===== src/rtl/seq_fsm_pkg.sv =====
// Shared definitions for the serial pattern generator: state encoding,
// default pattern and counter sizing helper.
package seq_fsm_pkg;

    localparam logic [2:0] ST_IDLE_ENC  = 3'b000;
    localparam logic [2:0] ST_SHIFT_ENC = 3'b001;
    localparam logic [2:0] ST_PAR_ENC   = 3'b010;
    localparam logic [2:0] ST_GAP_ENC   = 3'b011;
    localparam logic [2:0] ST_DONE_ENC  = 3'b100;

    typedef enum logic [2:0] {
        ST_IDLE  = ST_IDLE_ENC,
        ST_SHIFT = ST_SHIFT_ENC,
        ST_PAR   = ST_PAR_ENC,
        ST_GAP   = ST_GAP_ENC,
        ST_DONE  = ST_DONE_ENC
    } seq_state_e;

    localparam int unsigned SEQ_DEF_PAT_W   = 5;
    localparam logic [4:0]  SEQ_DEF_PATTERN = 5'b11011;

    // Counter width able to hold values 0..n-1 (at least one bit)
    function automatic int unsigned cnt_width(input int unsigned n);
        return (n > 1) ? $clog2(n) : 1;
    endfunction

endpackage


===== src/rtl/seq_shift_reg.sv =====
// Loadable MSB-first shift register; zeros shift in at the LSB.
module seq_shift_reg #(
    parameter int unsigned W = 5
) (
    input  logic         clk,
    input  logic         rst,
    input  logic         i_load,
    input  logic         i_shift,
    input  logic [W-1:0] i_d,
    output logic         o_msb
);

    logic [W-1:0] r_q;

    // Load has priority over shift
    always_ff @(posedge clk) begin
        if (rst) begin
            r_q <= '0;
        end else if (i_load) begin
            r_q <= i_d;
        end else if (i_shift) begin
            r_q <= {r_q[W-2:0], 1'b0};
        end
    end

    assign o_msb = r_q[W-1];

endmodule


===== src/rtl/seq_pattern_gen.sv =====
// Serial bit-pattern transmitter: sends the pattern register MSB-first,
// (rep+1) times, separated by GAP_CYC idle-low cycles.
// Optional feature macro: SEQ_GEN_PARITY_EN adds one even-parity bit after
// every pattern repetition.
module seq_pattern_gen
    import seq_fsm_pkg::*;
#(
    parameter int unsigned      PAT_W   = SEQ_DEF_PAT_W,
    parameter logic [PAT_W-1:0] PATTERN = PAT_W'(SEQ_DEF_PATTERN),
    parameter int unsigned      GAP_CYC = 2,
    parameter int unsigned      REP_W   = 4
) (
    input  logic             clk,
    input  logic             rst,
    input  logic             start,
    input  logic             pat_load,
    input  logic [PAT_W-1:0] pat_in,
    input  logic [REP_W-1:0] rep,
    output logic             out,
    output logic             valid,
    output logic             busy,
    output logic             done
);

    localparam int unsigned BIT_W    = cnt_width(PAT_W);
    localparam int unsigned GAP_W    = cnt_width(GAP_CYC);
    localparam int unsigned GAP_LAST = (GAP_CYC > 0) ? GAP_CYC - 1 : 0;

    seq_state_e       r_state;
    logic [PAT_W-1:0] r_pat;
    logic [BIT_W-1:0] r_bit_cnt;
    logic [GAP_W-1:0] r_gap_cnt;
    logic [REP_W-1:0] r_rep_cnt;
    logic             r_out;
    logic             r_valid;
    logic             r_busy;
    logic             r_done;

    logic             w_start;
    logic             w_pat_end;
    logic             w_reload;
    logic             w_shift;
    logic             w_load;
    logic [PAT_W-1:0] w_src;
    logic [PAT_W-1:0] w_load_val;
    logic             w_first_bit;
    logic             w_msb;

    // Shift register holds the bits still to be sent after the current one
    always_comb begin
        w_start     = (r_state == ST_IDLE) && start;
        w_src       = w_start ? (pat_load ? pat_in : r_pat) : r_pat;
`ifdef SEQ_GEN_PARITY_EN
        w_pat_end   = (r_state == ST_PAR);
`else
        w_pat_end   = (r_state == ST_SHIFT) && (r_bit_cnt == '0);
`endif
        w_reload    = ((r_state == ST_GAP) && (r_gap_cnt == '0)) ||
                      (w_pat_end && (r_rep_cnt != '0) && (GAP_CYC == 0));
        w_load      = w_start || w_reload;
        w_shift     = (r_state == ST_SHIFT) && (r_bit_cnt != '0);
        w_first_bit = w_src[PAT_W-1];
        w_load_val  = {w_src[PAT_W-2:0], 1'b0};
    end

    seq_shift_reg #(
        .W (PAT_W)
    ) u_shift (
        .clk     (clk),
        .rst     (rst),
        .i_load  (w_load),
        .i_shift (w_shift),
        .i_d     (w_load_val),
        .o_msb   (w_msb)
    );

    // FSM, counters and registered outputs
    always_ff @(posedge clk) begin
        if (rst) begin
            r_state   <= ST_IDLE;
            r_pat     <= PATTERN;
            r_bit_cnt <= '0;
            r_gap_cnt <= '0;
            r_rep_cnt <= '0;
            r_out     <= 1'b0;
            r_valid   <= 1'b0;
            r_busy    <= 1'b0;
            r_done    <= 1'b0;
        end else begin
            r_done <= 1'b0;
            case (r_state)
                ST_IDLE: begin
                    if (pat_load) begin
                        r_pat <= pat_in;
                    end
                    if (start) begin
                        r_state   <= ST_SHIFT;
                        r_out     <= w_first_bit;
                        r_valid   <= 1'b1;
                        r_busy    <= 1'b1;
                        r_bit_cnt <= BIT_W'(PAT_W - 1);
                        r_rep_cnt <= rep;
                    end
                end
                ST_SHIFT: begin
                    if (r_bit_cnt != '0) begin
                        r_out     <= w_msb;
                        r_bit_cnt <= r_bit_cnt - BIT_W'(1);
                    end
`ifdef SEQ_GEN_PARITY_EN
                    else begin
                        r_state <= ST_PAR;
                        r_out   <= ^r_pat;
                    end
`endif
                end
                ST_GAP: begin
                    if (r_gap_cnt == '0) begin
                        r_state   <= ST_SHIFT;
                        r_out     <= r_pat[PAT_W-1];
                        r_valid   <= 1'b1;
                        r_bit_cnt <= BIT_W'(PAT_W - 1);
                        r_rep_cnt <= r_rep_cnt - REP_W'(1);
                    end else begin
                        r_gap_cnt <= r_gap_cnt - GAP_W'(1);
                    end
                end
                ST_DONE: begin
                    r_state <= ST_IDLE;
                    r_busy  <= 1'b0;
                end
                default: begin
                    r_state <= ST_IDLE;
                    r_out   <= 1'b0;
                    r_valid <= 1'b0;
                    r_busy  <= 1'b0;
                end
            endcase

            // End of one pattern (plus parity): finish, gap, or restart directly
            if (w_pat_end) begin
                if (r_rep_cnt == '0) begin
                    r_state <= ST_DONE;
                    r_out   <= 1'b0;
                    r_valid <= 1'b0;
                    r_done  <= 1'b1;
                end else if (GAP_CYC == 0) begin
                    r_state   <= ST_SHIFT;
                    r_out     <= r_pat[PAT_W-1];
                    r_valid   <= 1'b1;
                    r_bit_cnt <= BIT_W'(PAT_W - 1);
                    r_rep_cnt <= r_rep_cnt - REP_W'(1);
                end else begin
                    r_state   <= ST_GAP;
                    r_out     <= 1'b0;
                    r_valid   <= 1'b0;
                    r_gap_cnt <= GAP_W'(GAP_LAST);
                end
            end
        end
    end

    assign out   = r_out;
    assign valid = r_valid;
    assign busy  = r_busy;
    assign done  = r_done;

endmodule

===== config.mk =====
export PLATFORM = sky130hd
export DESIGN_NAME = seq_pattern_gen
export DESIGN_NICKNAME = d
export VERILOG_FILES = /design/src/rtl/seq_fsm_pkg.sv /design/src/rtl/seq_shift_reg.sv /design/src/rtl/seq_pattern_gen.sv
export SDC_FILE = /design/constraint.sdc
export NUM_CORES = 1
export LEC_CHECK = 0
export BUFFER_PORTS_ARGS = -buffer_cell sky130_fd_sc_hd__clkbuf_2
export CAP_MARGIN = 20
export CORE_AREA = 4 4 56 58
export CTS_CLUSTER_SIZE = 28
export DETAILED_ROUTE_END_ITERATION = 8
export DIE_AREA = 0 0 60 62
export MAX_ROUTING_LAYER = met4
export PLACE_DENSITY = 0.76
export SYNTH_ARGS = -nofsm -noshare
export SYNTH_HDL_FRONTEND = slang
export SYNTH_SLANG_ARGS = --single-unit

===== constraint.sdc =====
create_clock -name clk -period 1.9 [get_ports clk]
set_input_delay 0.475 -clock clk [delete_from_list [all_inputs] [get_ports clk]]
set_output_delay 0.475 -clock clk [all_outputs]
set_load 0.1 [all_outputs]

; ---- Yosys cells after proc, flatten, opt, wreduce, memory -nomap -nowiden
; Cells that the tools add are included.
[totals]
register_bits = 24
inputBits = 13
out_inout_bits = 4
[classes]
n_reduce_logical = 22
muxes = 29
n_eq_ne = 9
n_addsub = 3
bitwise = 5
[ops]
columns = op, count
row1 = $mux W3, 7
row2 = $mux W5, 4
row3 = $pmux W3 S3, 2
row4 = $mux W1, 10
row5 = $reduce_and A3 Y1, 3
row6 = $mux W4, 2
row7 = $pmux W4 S2, 1
row8 = $reduce_and A4 Y1, 2
row9 = $reduce_or A2 Y1, 4
row10 = $logic_not A3 Y1, 2
row11 = $ne A2 B2 Y1 const B, 3
row12 = $ne A3 B3 Y1 const B, 2
row13 = $reduce_bool A3 Y1, 2
row14 = $not A1 Y1, 5
row15 = $logic_and A1 B1 Y1, 4
row16 = $logic_not A4 Y1, 1
row17 = $pmux W1 S4, 1
row18 = $reduce_bool A2 Y1, 2
row19 = $sub A4 B1 Y4 const B, 1
row20 = $eq A3 B1 Y1 const B, 1
row21 = $eq A3 B2 Y1 const B, 1
row22 = $eq A3 B3 Y1 const B, 1
row23 = $pmux W1 S3, 1
row24 = $sub A3 B1 Y3 const B, 1
row25 = other kinds (5), 5

; ---- Logic depth before layout (Yosys ltp)
; Gate-level depths: netlist (run 1).
[depth]
ltp_word = 5
depth_mapped = 7
ltp_nobuf = 6

; ---- Hierarchy
; Synthesis (run 1) repeated with hierarchy kept, for this count alone.
[hier_totals]
hier_cells = 147
hier_area_um2 = 1308.8
[modules_own_cells]
columns = module, area_per_inst_um2, instances, seq_area_each_um2, cells_each
row1 = seq_pattern_gen, 1081.0, 1, 400.4, 125
row2 = seq_shift_reg, 227.7, 1, 100.1, 22

; ---- Worst setup path after synthesis (run 1)
; Ideal clock, no wire load.
[synth_path]
path_type = input to register
startpoint = in start
endpoint = reg r_rep_cnt[1]
path_stages = 5
slack_ns = 0.360
n_path_buf = 1
setup_time_ns = 0.134
required_ns = 1.766
t_arrival_ns = 1.406
cell_sequence = or3b_4 -> a21o_1 -> buf_4 -> a211oi_1 -> a211oi_1
[synth_between]
elab_chain_cells = 2
[synth_lines]
columns = element, line
row1 = start: declaration, seq_pattern_gen.sv:15  ; input logic start,
row2 = $ne A2 B2 Y1 (no source line), -
row3 = $reduce_and A3 Y1 (no source line), -
row4 = end signal: assignment, seq_pattern_gen.sv:102  ; r_rep_cnt <= rep;
row5 = end signal: assignment, seq_pattern_gen.sv:123  ; r_rep_cnt <= r_rep_cnt - REP_W'(1);
row6 = end signal: assignment, seq_pattern_gen.sv:152  ; r_rep_cnt <= r_rep_cnt - REP_W'(1);
row7 = end: declaration, seq_pattern_gen.sv:33  ; logic [REP_W-1:0] r_rep_cnt;
; No other way between the ends.
; A chain may end at the register's enable or synchronous reset.

; ---- Final worst setup path (run 1)
[layout_path]
startpoint = reg r_bit_cnt[0]
endpoint = reg r_state[2]
[layout_between]
elab_chain_cells = 4
[layout_lines]
columns = element, line
row1 = start: declaration, seq_pattern_gen.sv:31  ; logic [BIT_W-1:0] r_bit_cnt;
row2 = start signal: assignment, seq_pattern_gen.sv:101  ; r_bit_cnt <= BIT_W'(PAT_W - 1);
row3 = start signal: assignment, seq_pattern_gen.sv:108  ; r_bit_cnt <= r_bit_cnt - BIT_W'(1);
row4 = start signal: assignment, seq_pattern_gen.sv:122  ; r_bit_cnt <= BIT_W'(PAT_W - 1);
row5 = $logic_not A3 Y1 (*), seq_pattern_gen.sv:56  ; w_pat_end = (r_state == ST_SHIFT) && (r_bit_cnt == '0);
row6 = $logic_and A1 B1 Y1 (*), seq_pattern_gen.sv:56
row7 = $ne A3 B3 Y1 (no source line) or $ne A2 B2 Y1 (tied branches), -
row8 = $reduce_and A3 Y1 (no source line), -
row9 = end signal: assignment, seq_pattern_gen.sv:80  ; r_state <= ST_IDLE;
row10 = end signal: assignment, seq_pattern_gen.sv:97  ; r_state <= ST_SHIFT;
row11 = end signal: assignment, seq_pattern_gen.sv:119  ; r_state <= ST_SHIFT;
row12 = end: declaration, seq_pattern_gen.sv:29  ; seq_state_e r_state;
; Mark *: on every way between the ends. The rest lies on a longest branch, timed or not.

==> results.yml, run 1 <==
cells_and_area:
  final_cell_mix: "dfxtp_1, nand2_1, clkbuf_2, a21oi_1, nor2_1"
  fin_util: 0.534
  multiInputGateArea_um2: 731
  num_antenna_cells: 0
  area_growth_pct: 10.6
  drive_gt1_frac: 0.188
  fin_nets: 188
  nFillCells: 266
  final_area_um2: 1420
  final_common_cell: "dfxtp_1"
  stdcell_count: 201
  ff_latch_area_um2: 482
sta:
  drv_slew: 0
  slew_headroom: 0.641
  fin_worst_skew_ps: 3.97
  finalHoldViolations: 0
  tightest_slew_ps: 541
  fin_hold_ws_ps: 382
  fmax_mhz: 598
  finalSetupViolCount: 0
  tns_ps: 0
  fin_crit_sh: 0.879
  rsz0062_at_grt: "false"
  finalCriticalPeriod_ps: 1670
cts:
  postCtsSetupBuffers: 0
  cts-root-buf: "clkbuf_4"
  cts_hold_buf: 0
  clk_pin_slew_worst_paths_ps: 120
  ctsHtreeMaxLevel: 1
  clk_path_buf_depth: 2
  clock_latency_ps: 310
  numCtsBuffers: 3
  cts.sinks: 24
  cts_tree: "done"
floorplan:
  num_rows: 19
  io_pins: 17
  die_h_um: 62
  start_util: 0.483
  coreArea_um2: 2660
  die-area_um2: 3720
  die_w_um: 60
grt:
  grt_overflow_total: 0
  antenna_found_initial: 0
  grt_pass1_wl_mm: 4.79
  grt_usage: 0.170
  first_global_vias: 1144
  grt_max_degree: 19
hold_path:
  hold_path_class: "primary input to flip-flop"
  worstHoldStart: "pat_in[4]"
  hold_end: "r_pat[4]$_SDFFE_PP1N_"
  hold_depth: 3
synth:
  synthXorXnorAreaFrac: 0.00682
  synth_compound_area_frac: 0.247
  synth_adder_area_share: 0.0292
  synth_top_cell_area_share: 0.374
  synthSimpleGateAreaFrac: 0.262
  synth_cell_type_count: 42
  synth_top_family_by_area: "simple AND/OR/NAND/NOR gates"
  async_flop_share: 0
  yosys_warnings: 0
  ys_seq_elements: 24
  synthMuxAreaShare: 0.0234
  synth-seq-area-share: 0.374
  syn_avg_cell_area_um2: 8.29
  ys_top_cells_by_area: "dfxtp_1, a21oi_1, nand2_1, o21ai_0, a211oi_1"
  synth_flop_cell: "dfxtp_1"
  syn_area_um2: 1280
  syn_inst: 155
  yosysTopAreaCell: "dfxtp_1"
  synth_nets: 171
  synth-edff-count: 0
worst_setup_path:
  criticalPathCategory: "flip-flop to flip-flop"
  timing.rr.end: "r_state[2]$_SDFFE_PP0P_"
  crit_cells: 6
  crit_buf_inv: 1
  path_delay_family: "simple AND/OR/NAND/NOR gates"
  endpoint_kind: "flip-flop"
  r2r_setup_slack_ps: 230
  slowest_delay_ps: 350
  crit_chain: "inv_1, ha_1, nor2b_1, nand2_1, nor3_1, nor3b_1"
  r2r-start: "r_bit_cnt[0]$_SDFFE_PP0P_"
  start_kind: "flip-flop"
  critical_path_peak_fanout: 4
  cp.arrival_ps: 1910
  reg2reg_depth: 6
  cp_data_required_time_ps: 2140
  cpMaxStageDelayCell: "nor3_1"
detailed_routing:
  vias_per_cell: 5.68
  initialDrtViolationCount: 20
  detail_route.wl_per_cell_um: 13.3
  drt-total-wl_mm: 2.68
  ant_nets: 0
  dr.pass1.iters: 4
  remaining_drc_errors: 0
  num_vias: 1142
placement:
  dp_hpwl_mm: 2.07
  dp_cells: 198
  gp_congestion: 0.850
  place_area_um2: 1400
  io_buffers: 16
power:
  powerDensity_nw_per_um2: 1310
  p_leak_nw: 0.565
  vdd_drop_max_mv: 0.761
run_status:
  outcome: "finished, final reports clean"
flow_run:
  cap_viol_max_count: 0
==> cells by family after synthesis <==
family          count (synthesis)
simple gates                   62
compound gates                 45
flops                          24
buf+inv                        17
mux                             3
fa+ha+maj                       3
xor+xnor                        1
==> worst register-to-register path: cells and delay by family (launching register included) <==
family,cells,cell delay (ps)
buf+inv,1,90
flops,1,330
fa+ha+maj,1,140
simple gates,4,1040
==> metrics by stage <==
stage                     total power [mW]  worst slack (ps)
after floorplan                       1.48               360
after detailed placement              1.66               126
after global placement                1.63               177
after CTS                             1.88               161
final                                 1.87               229
after global routing                  2.02              60.3
==> worst max path at each step <==
stage | startpoint | end | slack, ps
2_1_floorplan | start | r_rep_cnt[1]$_SDFFE_PP0P_ | 360
3_3_place_gp | start | u_shift.r_q[2]$_SDFFE_PP0P_ | 180
3_5_place_dp | start | u_shift.r_q[3]$_SDFFE_PP0P_ | 130
4_1_cts | r_bit_cnt[0]$_SDFFE_PP0P_ | u_shift.r_q[3]$_SDFFE_PP0P_ | 160
5_1_grt | r_bit_cnt[0]$_SDFFE_PP0P_ | r_state[2]$_SDFFE_PP0P_ | 60
6_report | r_bit_cnt[0]$_SDFFE_PP0P_ | r_state[2]$_SDFFE_PP0P_ | 230
==> final cells by class <==
type | count | share of cell area
timing repair buffer | 21 | 0.0827
inverter | 8 | 0.0211
tap | 31 | 0.0273
sequential | 24 | 0.339
multi-input combinational | 114 | 0.514
clock buffer | 3 | 0.0158
==> flip-flops by register name, summed over array words and instances, names as in the netlist <==
| name | flops |
|---|---|
| r_state | 3 |
| valid | 1 |
| r_rep_cnt | 4 |
| busy | 1 |
| out | 1 |
| done | 1 |
| r_bit_cnt | 3 |
| u_shift.r_q | 4 |
| r_gap_cnt | 1 |
| r_pat | 5 |
==> per-layer routing <==
layer,up-vias,part of all wire,global-route usage
met1,521,0.45,0.203
met3,4,0.040,0.0289
met2,27,0.49,0.296
met5,-,0,-
li1,590,-,-
met4,0,0.0097,0.0443
==> Yosys cell counts (all sizes together) (3+ instances only) <==
library cell   n
dfxtp         24
nand2         16
a21oi         13
nor2          13
o21ai          9
inv            8
a211oi         6
nand3          6
buf            5
clkbuf         4
nor3           4
or3b           4
a311oi         3
ha             3
mux2i          3
nand4          3
nor2b          3
nor3b          3
==> report_power, final <==
part | internal (mW) | leakage (nW) | switching (mW)
clock network | 0.0741 | 0.0138 | 0.142
logic | 0.331 | 0.353 | 0.591
registers | 0.634 | 0.198 | 0.0942
total | 1.04 | 0.565 | 0.827
==> what timing repair did <==
item,in CTS,in global routing
gates resized for setup,0,2
hold endpoints to repair,0,0
setup endpoints to repair,0,4
Note: power is estimated with default switching activity, not from simulation.
==> inputs of run 2 (changes only) <==
Settings changed: PLACE_DENSITY 0.76 to 0.69, REMOVE_ABC_BUFFERS from default to 1, SLEW_MARGIN from default to 40.
==> run 2 against run 1 <==
  * Count of clock-buffer cells in the layout stayed put
  * Die area is the same
  * First-iteration DRC count grew 5.0%
  * Register-to-register slack worse by 50 ps
  * Fmax decreased by 2.8%
  * Largest cell class unchanged
  * Final area up 2.1%
  * Critical endpoint is now u_shift.r_q[3]$_SDFFE_PP0P_
  * Global-route usage rose by 0.47 points
  * Power up 8.2%
  * Largest power group unchanged
  * Final cell count increased by 0.50%
  * Setup slack got worse by 48 ps
  * Worst hold slack lost 1.2 ps
==> results.yml, run 2 (synthesis gave the netlist of run 1 again) <==
run_status:
  outcome: "finished, final reports clean"
grt:
  grt_overflow_total: 0
  grt_pass1_wl_mm: 4.82
  grt_max_degree: 19
  antenna_found_initial: 0
  first_global_vias: 1058
  grt_usage: 0.175
sta:
  finalHoldViolations: 0
  tns_ps: 0
  finalSetupViolCount: 0
  slew_headroom: 0.640
  fin_hold_ws_ps: 381
  finalCriticalPeriod_ps: 1720
  fmax_mhz: 582
  fin_worst_skew_ps: 3.01
  rsz0062_at_grt: "false"
  drv_slew: 0
  fin_crit_sh: 0.904
  tightest_slew_ps: 542
power:
  p_sw_frac: 0.418
  powerDensity_nw_per_um2: 1390
  seq_power_share: 0.367
  p_comb_frac: 0.451
  p_leak_nw: 0.579
  vdd_drop_max_mv: 0.863
  p_sw_mw: 0.844
  power.clock.fraction: 0.182
  p_int_mw: 1.18
cells_and_area:
  ff_latch_area_um2: 482
  fin_nets: 188
  area_growth_pct: 13.0
  nFillCells: 269
  reg.largest.list: "r_pat (5), r_rep_cnt (4), u_shift.r_q (4)"
  stdcell_count: 202
  largest_register_ffs: 5
  multiInputGateArea_um2: 731
  final_area_um2: 1450
  drive_gt1_frac: 0.193
  final_common_cell: "dfxtp_1"
  top_register: "r_pat"
  num_antenna_cells: 0
  fin_util: 0.545
  final_cell_mix: "dfxtp_1, nand2_1, clkbuf_2, a21oi_1, nor2_1"
worst_setup_path:
  reg2reg_depth: 6
  r2r-start: "r_bit_cnt[0]$_SDFFE_PP0P_"
  start_kind: "flip-flop"
  criticalPathCategory: "flip-flop to flip-flop"
  critical_path_peak_fanout: 6
  endpoint_kind: "flip-flop"
  cp_data_required_time_ps: 2140
  cp.arrival_ps: 1960
  slowest_delay_ps: 380
  timing.rr.end: "u_shift.r_q[3]$_SDFFE_PP0P_"
  path_delay_family: "simple AND/OR/NAND/NOR gates"
  r2r_setup_slack_ps: 180
  crit_chain: "inv_1, ha_1, nor2b_1, or2_0, nand2_1, a311oi_1"
  crit_buf_inv: 1
  cpMaxStageDelayCell: "or2_0"
detailed_routing:
  wl_met1_mm: 1.29
  num_vias: 1151
  detail_route.wl_per_cell_um: 13.7
  wl_met3_um: 110
  vias_per_cell: 5.70
  ant_nets: 0
  initialDrtViolationCount: 21
  drt-total-wl_mm: 2.77
  topRoutingLayerUsed: "met4"
  dr.pass1.iters: 4
  route.met2.wl_mm: 1.34
  remaining_drc_errors: 0
cts:
  cts_tree: "done"
  numCtsBuffers: 3
  cts-root-buf: "clkbuf_4"
  clock_latency_ps: 310
  ctsHtreeMaxLevel: 1
  cts_hold_buf: 0
  cts.sinks: 24
  clk_path_buf_depth: 2
  clk_pin_slew_worst_paths_ps: 130
floorplan:
  coreArea_um2: 2660
  die_h_um: 62
  die_w_um: 60
  die-area_um2: 3720
  start_util: 0.483
  num_rows: 19
  io_pins: 17
placement:
  gp_congestion: 0.841
  place_area_um2: 1400
  dp_hpwl_mm: 2.14
  dp_cells: 198
  io_buffers: 16
hold_path:
  hold_depth: 3
  hold_path_class: "primary input to flip-flop"
  hold_end: "r_pat[2]$_SDFFE_PP0N_"
  worstHoldStart: "pat_in[2]"
flow_run:
  cap_viol_max_count: 0
## run 2: cell count changes in the layout (fill, tap and decap cells not counted)
cell / change
bufinv_16: +1
or2_1: -1
or2_0: +1
## run 2: routing by layer
metal,vias up,global-route usage
met5,-,-
met4,0,0.0665
met3,4,0.0227
met2,18,0.281
met1,536,0.224
li1,593,-
## run 2: area by class of cell
cell class	instances	area share
tap	31	0.0267
sequential	24	0.332
clock inverter	1	0.0207
multi-input combinational	114	0.503
clock buffer	3	0.0155
inverter	8	0.0207
timing repair buffer	21	0.0810
## run 2: timing repair
action	4_1_cts	5_1_grt
gates resized for setup	0	1
setup endpoints to repair	0	3
buffers inserted	0	0
## run 2: through the flow
stage	power [mW]	worst slack, ps
after CTS	2.04	170
final	2.02	182
after global placement	1.64	185
after detailed placement	1.66	120
after global routing	2.17	31.4
after floorplan	1.44	205
## run 2: how the worst max path moves through the flow
stage,depth (start not counted),to,from
3_5_place_dp,5,u_shift.r_q[4]$_SDFFE_PP0P_,start
5_1_grt,6,u_shift.r_q[1]$_SDFFE_PP0P_,r_bit_cnt[0]$_SDFFE_PP0P_
3_3_place_gp,5,u_shift.r_q[2]$_SDFFE_PP0P_,start
2_1_floorplan,4,u_shift.r_q[2]$_SDFFE_PP0P_,r_state[0]$_SDFFE_PP0P_
6_report,6,u_shift.r_q[3]$_SDFFE_PP0P_,r_bit_cnt[0]$_SDFFE_PP0P_
4_1_cts,4,u_shift.r_q[4]$_SDFFE_PP0P_,r_state[1]$_SDFFE_PP0P_
## run 2: worst register-to-register path, stage by stage (launching register included)
cell and delay, ps:
dfxtp_1 340, inv_1 90, ha_1 140, nor2b_1 340
or2_0 390, nand2_1 100, a311oi_1 250
## run 2: power by group through the flow
stage / Combinational, mW / Sequential, mW / Clock (mW)
2_1_floorplan: 0.517 / 0.919 / 0
3_5_place_dp: 0.913 / 0.751 / 0
6_report: 0.911 / 0.742 / 0.368
4_1_cts: 0.917 / 0.739 / 0.381
3_3_place_gp: 0.887 / 0.748 / 0
5_1_grt: 1.01 / 0.761 / 0.399
==> inputs of run 3 (changes only) <==
Settings changed: CORE_AREA 4 4 56 58 to 4 4 57 59, CTS_CLUSTER_DIAMETER from default to 120, DIE_AREA 0 0 60 62 to 0 0 61 63, PLACE_DENSITY 0.69 to 0.68, SYNTH_HIERARCHICAL from default to 1.
==> run 3 against run 2 <==
  * Final cell count is 4.5% lower
  * Wire length down 5.9%
  * Highest routed layer unchanged
  * Largest power group unchanged
  * Clock skew barely moved
  * Register-to-register slack lost 50 ps
  * Critical path type unchanged
  * Die area increased by 3.3%
  * Combinational power is 18% lower
  * Critical path depth decreased by 1
  * Global-route usage down 1.9 points
  * First-iteration DRC count rose by 71%
==> results.yml, run 3 <==
detailed_routing:
  vias_per_cell: 5.54
  drt-total-wl_mm: 2.60
  detail_route.wl_per_cell_um: 13.5
  remaining_drc_errors: 0
  ant_nets: 0
  num_vias: 1070
  initialDrtViolationCount: 36
  dr.pass1.iters: 4
worst_setup_path:
  cp.arrival_ps: 2010
  endpoint_kind: "flip-flop"
  critical_path_peak_fanout: 11
  start_kind: "flip-flop"
  criticalPathCategory: "flip-flop to flip-flop"
  crit_path_start: "r_state[2]$_SDFFE_PP0P_"
  cp_data_required_time_ps: 2150
  r2r-start: "r_state[2]$_SDFFE_PP0P_"
synth:
  yosysTopAreaCell: "dfxtp_1"
  synth_flop_cell: "dfxtp_1"
  synth-edff-count: 0
  synth_cell_type_count: 42
  yosys_warnings: 6
  syn_inst: 147
  synth_top_cell_area_share: 0.382
  synth-seq-area-share: 0.382
  ys_top_cells_by_area: "dfxtp_1, nor2b_1, mux2i_1, mux2_2, a21oi_1"
  yosysMostFrequentCell: "dfxtp_1"
  ys_top_cells_by_count: "dfxtp_1, nor2_1, a21oi_1, nor2b_1, inv_1"
  async_flop_share: 0
  syn_area_um2: 1310
  syn_avg_cell_area_um2: 8.90
  ys_seq_elements: 25
cells_and_area:
  final_cell_mix: "dfxtp_1, clkbuf_2, nor2_1, nor2b_1, a21oi_1"
  area_growth_pct: 8.03
  fin_nets: 179
  final_common_cell: "dfxtp_1"
  num_antenna_cells: 0
  reg.largest.list: "r_pat (5), u_shift/r_q (5), r_rep_cnt (4)"
  drive_gt1_frac: 0.235
  stdcell_count: 193
  fin_util: 0.522
hold_path:
  worstHoldStart: "pat_in[1]"
  hold_path_class: "primary input to flip-flop"
sta:
  rsz0062_at_grt: "false"
  slew_headroom: 0.643
  tightest_slew_ps: 538
  fmax_mhz: 567
  fin_hold_ws_ps: 368
  tns_ps: 0
  drv_slew: 0
  finalSetupViolCount: 0
  fin_worst_skew_ps: 2.84
  finalHoldViolations: 0
  finalCriticalPeriod_ps: 1760
  fin_crit_sh: 0.929
cts:
  postCtsSetupBuffers: 0
  numCtsBuffers: 3
  clk_pin_slew_worst_paths_ps: 140
  cts_tree: "done"
  cts_hold_buf: 0
  clock_latency_ps: 310
  clk_path_buf_depth: 2
  cts.sinks: 25
  cts-root-buf: "clkbuf_4"
  ctsHtreeMaxLevel: 1
  cts_resized: 0
power:
  seq_power_share: 0.427
  vdd_drop_max_mv: 0.965
  p_leak_nw: 0.561
  p_sw_frac: 0.408
  p_sw_mw: 0.702
  powerDensity_nw_per_um2: 1220
  power.clock.fraction: 0.138
  p_comb_frac: 0.435
  power_mw: 1.72
  p_int_mw: 1.02
grt:
  grt_max_degree: 26
  antenna_found_initial: 0
  first_global_vias: 1066
  grt_overflow_total: 0
  grt_usage: 0.156
  grt_pass1_wl_mm: 4.57
floorplan:
  start_util: 0.483
  die-area_um2: 3840
  die_h_um: 63
  num_rows: 19
  die_w_um: 61
  io_pins: 17
  coreArea_um2: 2710
placement:
  dp_cells: 189
  io_buffers: 16
  gp_congestion: 0.923
  dp_hpwl_mm: 1.94
flow_run:
  cap_viol_max_count: 0
run_status:
  outcome: "finished, final reports clean"
## run 3: changes by cell type after synthesis, sizes merged, moves of 3 or more
cell   change
inv        +3
nand2     -10
a211o      +4
nor4       +3
nor2b      +7
nand3      -6
mux2i      +3
nand4      -3
o21ai      -3
mux2       +5
## run 3: per-stage QoR
stage | area (um2) | setup WS [ps]
after floorplan | 1240 | -57.8
after global placement | 1390 | 171
after detailed placement | 1390 | 122
after CTS | 1410 | 134
after global routing | 1410 | 20.4
final | 1410 | 135
## run 3: power groups by stage
| stage | registers [mW] | clock network, mW | logic [mW] |
|---|---|---|---|
| floorplan | 0.864 | 0 | 0.460 |
| global placement | 0.740 | 0 | 0.733 |
| detailed placement | 0.746 | 0 | 0.750 |
| CTS | 0.734 | 0.246 | 0.759 |
| global route | 0.753 | 0.265 | 0.841 |
| finish | 0.735 | 0.237 | 0.749 |
## run 3: critical path: stages (launching register included)
cell	delay (ps)
dfxtp_1	490
and2b_4	250
a21oi_2	270
inv_2	150
or3b_1	400
a21oi_1	140
## run 3: layer usage
metal,global-route usage,wire length (um),up-vias
li1,-,-,551
met1,0.185,1110,500
met2,0.262,1370,17
met3,0.0393,105,2
met4,0.0325,20,0
met5,-,0,-
## run 3: cells by family (layout without fill, tap and decap cells)
| kind of cell | Yosys count | after routing | share of synthesized area |
|---|---|---|---|
| AOI/OAI and AO/OA | 35 | 35 | 0.179 |
| adders and majority gates | 3 | 3 | 0.0287 |
| buffers and inverters | 19 | 34 | 0.0803 |
| DFF | 25 | 25 | 0.382 |
| muxes | 11 | 11 | 0.0889 |
| other | 1 | 1 | 0.00287 |
| and+or+nand+nor | 53 | 53 | 0.238 |
## run 3: path summary, 6_finish.rpt
check                                 to  depth (start not counted)  slack, ps
min                r_pat[1]$_SDFFE_PP1N_                          2        370
max          u_shift/r_q[0]$_SDFFE_PP0P_                          5        140
max reg2reg  u_shift/r_q[0]$_SDFFE_PP0P_                          5        140
min reg2reg    r_bit_cnt[1]$_SDFFE_PP0P_                          2        510
## run 3: final cells by class
| cell class | count | area (um2) |
|---|---|---|
| repair buffers | 19 | 103 |
| flip-flops and latches | 25 | 500 |
| multi-input cells | 103 | 703 |
| inverters | 11 | 41.3 |
| clock inverters | 1 | 5.00 |
| fillers | 271 | 1300 |
| well taps | 31 | 38.8 |
| clock buffers | 3 | 22.5 |
